[config.mk]
export PLATFORM = sky130hd
export DESIGN_NAME = bus_slave_resp_arb
export DESIGN_NICKNAME = d
export VERILOG_FILES = /design/src/rtl/bus_slave_resp_arb_pkg.sv /design/src/rtl/bus_prio_enc.sv /design/src/rtl/bus_slave_resp_arb.sv
export SDC_FILE = /design/constraint.sdc
export NUM_CORES = 1
export LEC_CHECK = 0
export BUFFER_PORTS_ARGS = -buffer_cell sky130_fd_sc_hd__buf_4
export CAP_MARGIN = 5
export CELL_PAD_IN_SITES_DETAIL_PLACEMENT = 1
export CELL_PAD_IN_SITES_GLOBAL_PLACEMENT = 1
export CORE_ASPECT_RATIO = 0.9
export CORE_MARGIN = 2
export CORE_UTILIZATION = 28
export DETAILED_ROUTE_END_ITERATION = 10
export PLACE_DENSITY = 0.81
export SLEW_MARGIN = 20
export SYNTH_ARGS = -nofsm -noshare
export SYNTH_HDL_FRONTEND = slang
export SYNTH_SLANG_ARGS = --single-unit
[constraint.sdc]
create_clock -name clk -period 2.3 [get_ports clk]
set_clock_uncertainty 0.1 [all_clocks]
set_input_delay 0.23 -clock clk [delete_from_list [all_inputs] [get_ports clk]]
set_output_delay 0.23 -clock clk [all_outputs]
set_load 0.005 [all_outputs]
[src/rtl/bus_slave_resp_arb_pkg.sv]
// Shared bus definitions: strobe levels, word width and the response FSM state encoding.
package bus_slave_resp_arb_pkg;

   localparam int unsigned WORD_DATA_W = 32;
   localparam int unsigned WAIT_CNT_W  = 16;

   // Bus strobes are active low
   localparam logic ENABLE_  = 1'b0;
   localparam logic DISABLE_ = 1'b1;

   typedef enum logic [0:0] {
      StIdle = 1'b0,
      StWait = 1'b1
   } bus_state_e;

endpackage

[src/rtl/bus_prio_enc.sv]
// Priority encoder: index of the lowest-numbered asserted request bit.
module bus_prio_enc #(
   parameter int unsigned N     = 8,
   parameter int unsigned IDX_W = (N > 1) ? $clog2(N) : 1
) (
   input  logic [N-1:0]     req,
   output logic [IDX_W-1:0] idx,
   output logic             valid
);

   always_comb begin
      idx   = '0;
      valid = |req;
      // Scan downwards so the lowest set bit is the last one written
      for (int i = N - 1; i >= 0; i--) begin
         if (req[i]) begin
            idx = IDX_W'(i);
         end
      end
   end

endmodule

[src/rtl/bus_slave_resp_arb.sv]
// Slave response arbiter: latches the selected slave on a master strobe, then forwards its
// ready/data to the master as a one-cycle registered pulse, or an error on miss/timeout.
module bus_slave_resp_arb
   import bus_slave_resp_arb_pkg::*;
#(
   parameter int unsigned SLAVE_N = 8,
   parameter int unsigned DATA_W  = WORD_DATA_W,
   parameter int unsigned TIMEOUT = 255
) (
   input  logic                      clk,
   input  logic                      reset,
   input  logic                      mAs_,
   input  logic [SLAVE_N-1:0]        sCS_,
   input  logic [SLAVE_N*DATA_W-1:0] sRdData,
   input  logic [SLAVE_N-1:0]        sRdy_,
   output logic [DATA_W-1:0]         mRdData,
   output logic                      mRdy_,
   output logic                      mErr,
   output logic                      busy
);

   localparam int unsigned IDX_W = (SLAVE_N > 1) ? $clog2(SLAVE_N) : 1;
   localparam logic [WAIT_CNT_W-1:0] CNT_LAST = WAIT_CNT_W'(TIMEOUT - 1);

   bus_state_e             state_q;
   logic [IDX_W-1:0]       sel_q;
   logic [WAIT_CNT_W-1:0]  cnt_q;

   logic [SLAVE_N-1:0]     cs_req;
   logic [IDX_W-1:0]       enc_idx;
   logic                   enc_valid;
   logic                   sel_rdy;
   logic [DATA_W-1:0]      sel_data;

   assign cs_req = ~sCS_;

   bus_prio_enc #(
      .N     (SLAVE_N),
      .IDX_W (IDX_W)
   ) u_prio_enc (
      .req   (cs_req),
      .idx   (enc_idx),
      .valid (enc_valid)
   );

   // Only the latched slave is observed while waiting
   always_comb begin
      sel_rdy  = 1'b0;
      sel_data = '0;
      for (int i = 0; i < SLAVE_N; i++) begin
         if (sel_q == IDX_W'(i)) begin
            sel_rdy  = (sRdy_[i] == ENABLE_);
            sel_data = sRdData[i*DATA_W +: DATA_W];
         end
      end
   end

   always_ff @(posedge clk) begin
      if (reset) begin
         state_q <= StIdle;
         sel_q   <= '0;
         cnt_q   <= '0;
         mRdy_   <= DISABLE_;
         mErr    <= 1'b0;
         mRdData <= '0;
      end else begin
         mRdy_   <= DISABLE_;
         mErr    <= 1'b0;
         mRdData <= '0;
         case (state_q)
            StIdle: begin
               if (mAs_ == ENABLE_) begin
                  if (enc_valid) begin
                     sel_q   <= enc_idx;
                     cnt_q   <= '0;
                     state_q <= StWait;
                  end else begin
                     mRdy_ <= ENABLE_;
                     mErr  <= 1'b1;
                  end
               end
            end
            StWait: begin
               // Ready takes precedence over an expiring wait counter
               if (sel_rdy) begin
                  mRdy_   <= ENABLE_;
                  mRdData <= sel_data;
                  state_q <= StIdle;
               end else if (cnt_q == CNT_LAST) begin
                  mRdy_   <= ENABLE_;
                  mErr    <= 1'b1;
                  state_q <= StIdle;
               end else begin
                  cnt_q <= cnt_q + 1'b1;
               end
            end
            default: state_q <= StIdle;
         endcase
      end
   end

   assign busy = (state_q == StWait);

endmodule

# After elaboration in Yosys (flattened, before gate mapping)
# Index checks and enable logic that the tools add are counted.
# W data, S select, Z words.
[classes]
n_addsub = 1
eq_ne = 12
n_mux = 41
bitwise_logic = 12
reduce_logical = 5
[op_table]
columns = ["cell", "n"]
rows = [
  ["$mux W32", 8],
  ["$mux W16", 4],
  ["$pmux W16 S2", 1],
  ["$mux W3", 8],
  ["$mux W1", 17],
  ["$add A16 B1 Y16 const B", 1],
  ["$eq A16 B8 Y1 const B", 1],
  ["$eq A3 B3 Y1 const B", 4],
  ["$not A1 Y1", 11],
  ["$ne A2 B2 Y1 const B", 4],
  ["$not A8 Y8", 1],
  ["$reduce_or A8 Y1", 1],
  ["$eq A3 B2 Y1 const B", 2],
  ["$pmux W1 S2", 3],
  ["$reduce_and A4 Y1", 1],
  ["$eq A3 B1 Y1 const B", 1],
  ["$logic_not A3 Y1", 1],
  ["$reduce_and A3 Y1", 1],
  ["$reduce_or A3 Y1", 1],
]
[word_totals]
regBits = 54
output_inout_bits = 35

# Logic depth before layout (Yosys ltp)
[depth]
depth_word = 11
depth_mapped = 10
ltp_nobuf = 8

# Cells and area by module
# From an unflattened synthesis, not the netlist that was laid out.
[hier_totals]
hier_cells = 486
area_unflattened_um2 = 4130.2
[modules_own_cells]
columns = ["mod", "instances", "cells_each", "area_per_inst_um2", "seq_area_each_um2"]
rows = [
  ["bus_slave_resp_arb", 1, 473, 4048.9, 1081.0],
  ["bus_prio_enc", 1, 13, 81.3, 0.0],
]

# Worst setup path after synthesis
# No wires, ideal clock.
[synth_path]
path_type = "reg-to-reg"
startpoint = "reg cnt_q[0]"
endpoint = "reg cnt_q[13]"
setup_ns = 0.069
arrival_ns = 1.934
setup_slack_ns = 0.198
stages_incl_launch_ff = 11
cell_sequence = "dfxtp_1 -> inv_1 -> ha_1 -> or4b_4 -> nor4_4 -> o21ai_2 -> o31ai_2 -> buf_6 -> buf_12 -> o21ai_1 -> a21oi_2"
[synth_between]
elab_chain_cells = 4
elab_cells_between_ends = 7
[synth_lines]
columns = ["item", "line", "text"]
rows = [
  ["start, declared", "bus_slave_resp_arb.sv:27", "logic [WAIT_CNT_W-1:0] cnt_q;"],
  ["start signal, assigned", "bus_slave_resp_arb.sv:94", "cnt_q <= cnt_q + 1'b1;"],
  ["$add A16 B1 Y16", "bus_slave_resp_arb.sv:94", ""],
  ["$mux W16", "bus_slave_resp_arb.sv:89", "end else if (cnt_q == CNT_LAST) begin"],
  ["$mux W16", "bus_slave_resp_arb.sv:85", "if (sel_rdy) begin"],
  ["$pmux W16 S2", "bus_slave_resp_arb.sv:70", "case (state_q)"],
]
# Parallel ways exist; a longest one is shown, timed or not. The select of a mux whose other input is x is not followed.
# A chain may end at the register's enable or synchronous reset.

# Final worst setup path
[layout_path]
startpoint = "reg sel_q[1]"
endpoint = "reg cnt_q[8]"
[layout_between]
elab_chain_cells = 11
elab_cells_between_ends = 18
[layout_lines]
columns = ["item", "line", "text"]
rows = [
  ["start, declared", "bus_slave_resp_arb.sv:26", "logic [IDX_W-1:0] sel_q;"],
  ["start signal, assigned", "bus_slave_resp_arb.sv:74", "sel_q <= enc_idx;"],
  ["$logic_not A3 Y1", "bus_slave_resp_arb.sv:51", "if (sel_q == IDX_W'(i)) begin"],
  ["$mux W1 (7 in a row)", "bus_slave_resp_arb.sv:51", ""],
  ["$mux W1 (*)", "bus_slave_resp_arb.sv:51", ""],
  ["$ne A2 B2 Y1 (no source line) (*)", "n/a", ""],
  ["$reduce_and A4 Y1 (no source line) (*)", "n/a", ""],
]
# Every way passes the cells marked *; elsewhere a longest branch is shown, timed or not.

==> PnR_summary.wiki <==
{| class="wikitable"
! Metric !! Value
|-
| Longest Clk Path Bufs || 2
|-
| Final setup margin || 0.147 ns
|-
| Data required time of the critical path || 2.41 ns
|-
| Clock input transition at the sequential cells of the worst setup and hold paths || 0.07 ns
|-
| P_leak || 2.87 nW
|-
| Number of buffer and inverter stages on the critical path || 1
|-
| Dominant delay contributor by cell family on the critical path || compound AO/OA/AOI/OAI gates
|-
| Final hold viol count || 0
|-
| Total CTS buffers || 5
|-
| Largest fanout of any net on the critical path || 13
|-
| Achievable Freq || 464 MHz
|-
| Via count of the first global-routing pass || 5495
|-
| Hold-fix buffers at CTS || 0
|-
| Die W || 132 um
|-
| Root Driver || sky130_fd_sc_hd__clkbuf_16
|-
| Max Slew Vio Count || 0
|-
| Post-DP HPWL || 17000 um
|-
| Flip-flop and latch count after synthesis || 54
|-
| Drt first pass iters || 4
|-
| Post-Route WL || 20300 um
|-
| Critical path endpoint category || flip-flop
|-
| Share of the synthesized area in the top cell type || 26.3%
|-
| R2R setup slack || 0.15 ns
|-
| Critical path's largest stage delay || 0.47 ns
|-
| Reg-to-reg critical path startpoint || sel_q[1]
|-
| Growth of design area from synthesis to finish || 65.3%
|-
| Max-capacitance violation count || 0
|-
| Net count reported at finish || 1014
|-
| Critical path startpoint category || flip-flop
|-
| Cell-internal power || 1.94 mW
|-
| Hold path endpoint || sel_q[0]
|-
| Net switching share of the total power || 28.6%
|-
| Multi-input combinational cell area || 0.00280 mm^2
|-
| Worst-Skew Late Latency || 0.30 ns
|-
| Post-layout instance count excluding filler cells || 932
|-
| Worst slack at placement || -0.0463 ns
|-
| Length in cells of the worst reg-to-reg path || 7
|-
| Setup repair after global routing missed its margin || false
|-
| Setup TNS Final || 0 ns
|-
| Yosys synthesis warning count || 0
|-
| Most common library cell in the layout ignoring fill and taps || sky130_fd_sc_hd__buf_4
|-
| Xor-xnor portion of the synthesized cell area || 0%
|-
| Power density of the placed cells || 400 mW/mm^2
|-
| TritonCTS clock tree || done
|-
| Summed instance area of the synthesized netlist || 0.00411 mm^2
|-
| Worst voltage drop across the vdd grid || 0.000219 V
|-
| Combinational family with the most area after synthesis || multiplexers
|-
| Signal arrival time at the worst endpoint || 2.26 ns
|-
| Number of top-level pins || 310
|-
| Clock network fraction of design power || 28.0%
|-
| Area enclosed by the die boundary || 0.0157 mm^2
|-
| Endpoint of the most critical register-to-register path || cnt_q[8]
|-
| Sink count of the clock tree || 54
|-
| Synthesized-area fraction occupied by and/or/nand/nor cells || 16.7%
|-
| Worst path slowest cell || sky130_fd_sc_hd__or4_1
|-
| Initial antenna violation count || 1
|-
| Number of enable-type register cells in the synthesized netlist || 0
|-
| Total nets after synthesis || 715
|-
| Maximum number of pins on one net before global-route repair || 36
|-
| Status || completed
|-
| Core Rows || 41
|-
| Share of cells above drive strength 1 || 56.4%
|-
| Final GP Congestion || 0.934
|-
| Fraction of synthesized area in multiplexers || 27.8%
|-
| Combinational Power Share || 35.7%
|-
| Number of levels the H-tree was split into || 2
|-
| Final setup violation count || 0
|-
| Beginning of the worst hold path || sCS_[0]
|-
| Area leader, netlist || sky130_fd_sc_hd__dfxtp_1
|-
| Post-DR wirelength/cell || 21.8 um
|-
| Placed Cells incl. Taps || 923
|-
| DRC violation total after the first TritonRoute iteration || 294
|-
| Remaining global-route overflow || 0
|-
| Sequential cell area || 0.00109 mm^2
|-
| Fin crit period || 2.15 ns
|-
| Number of nets with antenna violations after routing || 0
|-
| Primary FF master, synth || sky130_fd_sc_hd__dfxtp_1
|-
| Final core utilization || 47.9%
|-
| Mapped Cells || 438
|-
| Sequential share of the synthesized area || 26.3%
|-
| Global-route total usage across every layer || 25.3%
|-
| Initial core utilization || 29.0%
|-
| Post-route DRC || 0
|-
| Total net switching power || 0.775 mW
|-
| Transition time at the pin with the least slew margin || 0.642 ns
|-
| Number of distinct library cell variants in the gate-level netlist after synthesis || 50
|-
| Proportion of register bits with asynchronous set or reset after synthesis || 0%
|-
| Worst min-delay path category || in -> reg
|-
| Top cells by area, synth || sky130_fd_sc_hd__dfxtp_1 26%, sky130_fd_sc_hd__mux4_2 24%, sky130_fd_sc_hd__nand2_1 5.5%, sky130_fd_sc_hd__a21oi_1 5.1%, sky130_fd_sc_hd__a21oi_2 4.1%
|-
| Routed via count || 5038
|-
| Area of the core region || 0.0142 mm^2
|-
| Per-cell via count in the routed design || 5.41
|-
| Cell Chain, Critical Path || a21boi_0, o221ai_2, o21a_1, o31ai_2, buf_6, or4_1, a21oi_1
|-
| Port buffer count || 309
|-
| Adder and majority cell fraction of the synthesized area || 0.609%
|-
| Normalized max-slew margin || 56.7%
|-
| Number of cells on the worst hold path || 3
|-
| Path type of the worst setup path || reg -> reg
|-
| Most frequent cells in the layout || 327 x sky130_fd_sc_hd__buf_4, 60 x sky130_fd_sc_hd__nand2_1, 51 x sky130_fd_sc_hd__dfxtp_1
|-
| Post-synthesis compound-gate area fraction || 22.9%
|-
| Register share of total power || 36.3%
|-
| Tcrit/Tclk final || 93.6%
|-
| Average instance area after synthesis || 9.38 um^2
|-
| Die H || 119 um
|-
| FILL cells || 1710
|-
| Global-route wire length before repair || 30800 um
|}
registers in the layout, summed over array words and instances, names as in the netlist:
name and count:
mRdData 32, cnt_q 16, sel_q 3, busy 1, mErr 1, mRdy_ 1
logic make-up (layout without fill, tap and decap cells):
group	after synthesis	in the layout
AO/OA/AOI/OAI	142	142
AND/OR/NAND/NOR	137	137
multiplexers	58	58
flip-flops	54	54
buffers and inverters	45	345
adder cells (fa/ha/maj)	2	2
other	0	1
synthesized netlist by cell type (2+ instances only):
| library cell | instances |
|---|---|
| sky130_fd_sc_hd__a2111oi_0 | 2 |
| sky130_fd_sc_hd__a211oi_1 | 3 |
| sky130_fd_sc_hd__a21boi_0 | 2 |
| sky130_fd_sc_hd__a21oi_1 | 42 |
| sky130_fd_sc_hd__a21oi_2 | 19 |
| sky130_fd_sc_hd__a221oi_1 | 2 |
| sky130_fd_sc_hd__a22o_1 | 3 |
| sky130_fd_sc_hd__a22oi_1 | 7 |
| sky130_fd_sc_hd__a31oi_1 | 2 |
| sky130_fd_sc_hd__and3_1 | 10 |
| sky130_fd_sc_hd__and4_1 | 2 |
| sky130_fd_sc_hd__buf_1 | 6 |
| sky130_fd_sc_hd__buf_2 | 10 |
| sky130_fd_sc_hd__buf_6 | 5 |
| sky130_fd_sc_hd__clkbuf_1 | 16 |
| sky130_fd_sc_hd__dfxtp_1 | 54 |
| sky130_fd_sc_hd__ha_1 | 2 |
| sky130_fd_sc_hd__inv_1 | 6 |
| sky130_fd_sc_hd__mux2_2 | 3 |
| sky130_fd_sc_hd__mux2i_1 | 10 |
| sky130_fd_sc_hd__mux4_2 | 44 |
| sky130_fd_sc_hd__nand2_1 | 60 |
| sky130_fd_sc_hd__nand2b_1 | 2 |
| sky130_fd_sc_hd__nand3_1 | 7 |
| sky130_fd_sc_hd__nand4_1 | 5 |
| sky130_fd_sc_hd__nand4b_1 | 3 |
| sky130_fd_sc_hd__nor2_1 | 21 |
| sky130_fd_sc_hd__nor2b_1 | 5 |
| sky130_fd_sc_hd__nor3_1 | 4 |
| sky130_fd_sc_hd__o21a_1 | 3 |
| sky130_fd_sc_hd__o21ai_0 | 33 |
| sky130_fd_sc_hd__o21ai_1 | 3 |
| sky130_fd_sc_hd__o21ai_2 | 3 |
| sky130_fd_sc_hd__o221ai_1 | 10 |
| sky130_fd_sc_hd__o31ai_1 | 2 |
| sky130_fd_sc_hd__or3_1 | 10 |
| sky130_fd_sc_hd__or4_1 | 4 |
worst reg2reg max path, delay by kind of cell (launching register included):
family / cells / cell delay (ns)
AO/OA/AOI/OAI: 5 / 0.91
buffers and inverters: 1 / 0.17
AND/OR/NAND/NOR: 1 / 0.47
flip-flops: 1 / 0.41
worst max path at each step:
stage / from / endpoint / slack (ns) / cells after the start
2_1_floorplan: cnt_q[0] / cnt_q[13] / 0.20 / 10
3_3_place_gp: sel_q[2] / mRdData[21] / 0.08 / 6
3_5_place_dp: sel_q[2] / mRdData[21] / -0.05 / 6
4_1_cts: sel_q[1] / cnt_q[8] / 0.02 / 7
5_1_grt: sel_q[2] / cnt_q[15] / 0.01 / 6
6_report: sel_q[1] / cnt_q[8] / 0.15 / 7
through the flow:
stage / area (um^2) / power [mW] / hold WS [ns]
final: 6790 / 2.71 / 0.116
after global routing: 6790 / 2.85 / 0.119
after CTS: 6760 / 2.73 / 0.104
after detailed placement: 6630 / 1.97 / 0.391
after global placement: 6630 / 1.94 / 0.382
after floorplan: 4110 / 1.45 / 0.282
power groups by stage:
stage	clock network (mW)	registers (mW)	logic [mW]
6_report	0.760	0.985	0.968
5_1_grt	0.819	0.989	1.05
4_1_cts	0.780	0.985	0.964
3_5_place_dp	0	1.01	0.962
3_3_place_gp	0	1.00	0.933
2_1_floorplan	0	0.995	0.452
metal layers:
metal  share of wire [%]  track usage (%)  wire [um]
met5                   0                0          0
met4                 2.6             6.66        532
met3                 5.5             4.98       1110
met2                  53             47.5      10900
met1                  38             29.3       7820
what timing repair did:
item                                    in CTS  in global routing
buffers inserted                             0                  0
endpoints found under the hold margin        0                  0
resized for setup                            1                  5
endpoints found under the setup margin       2                 44
pin swaps                                    0                  1
cell type report:
cell class                 count  area share, %
antenna                        1         0.0369
clock buffer                   8           2.01
inverter                       7          0.387
multi-input combinational    339           41.3
sequential                    54           16.1
tap                          193           3.56
timing repair buffer         330           36.7
(Power assumes the default switching activity.)
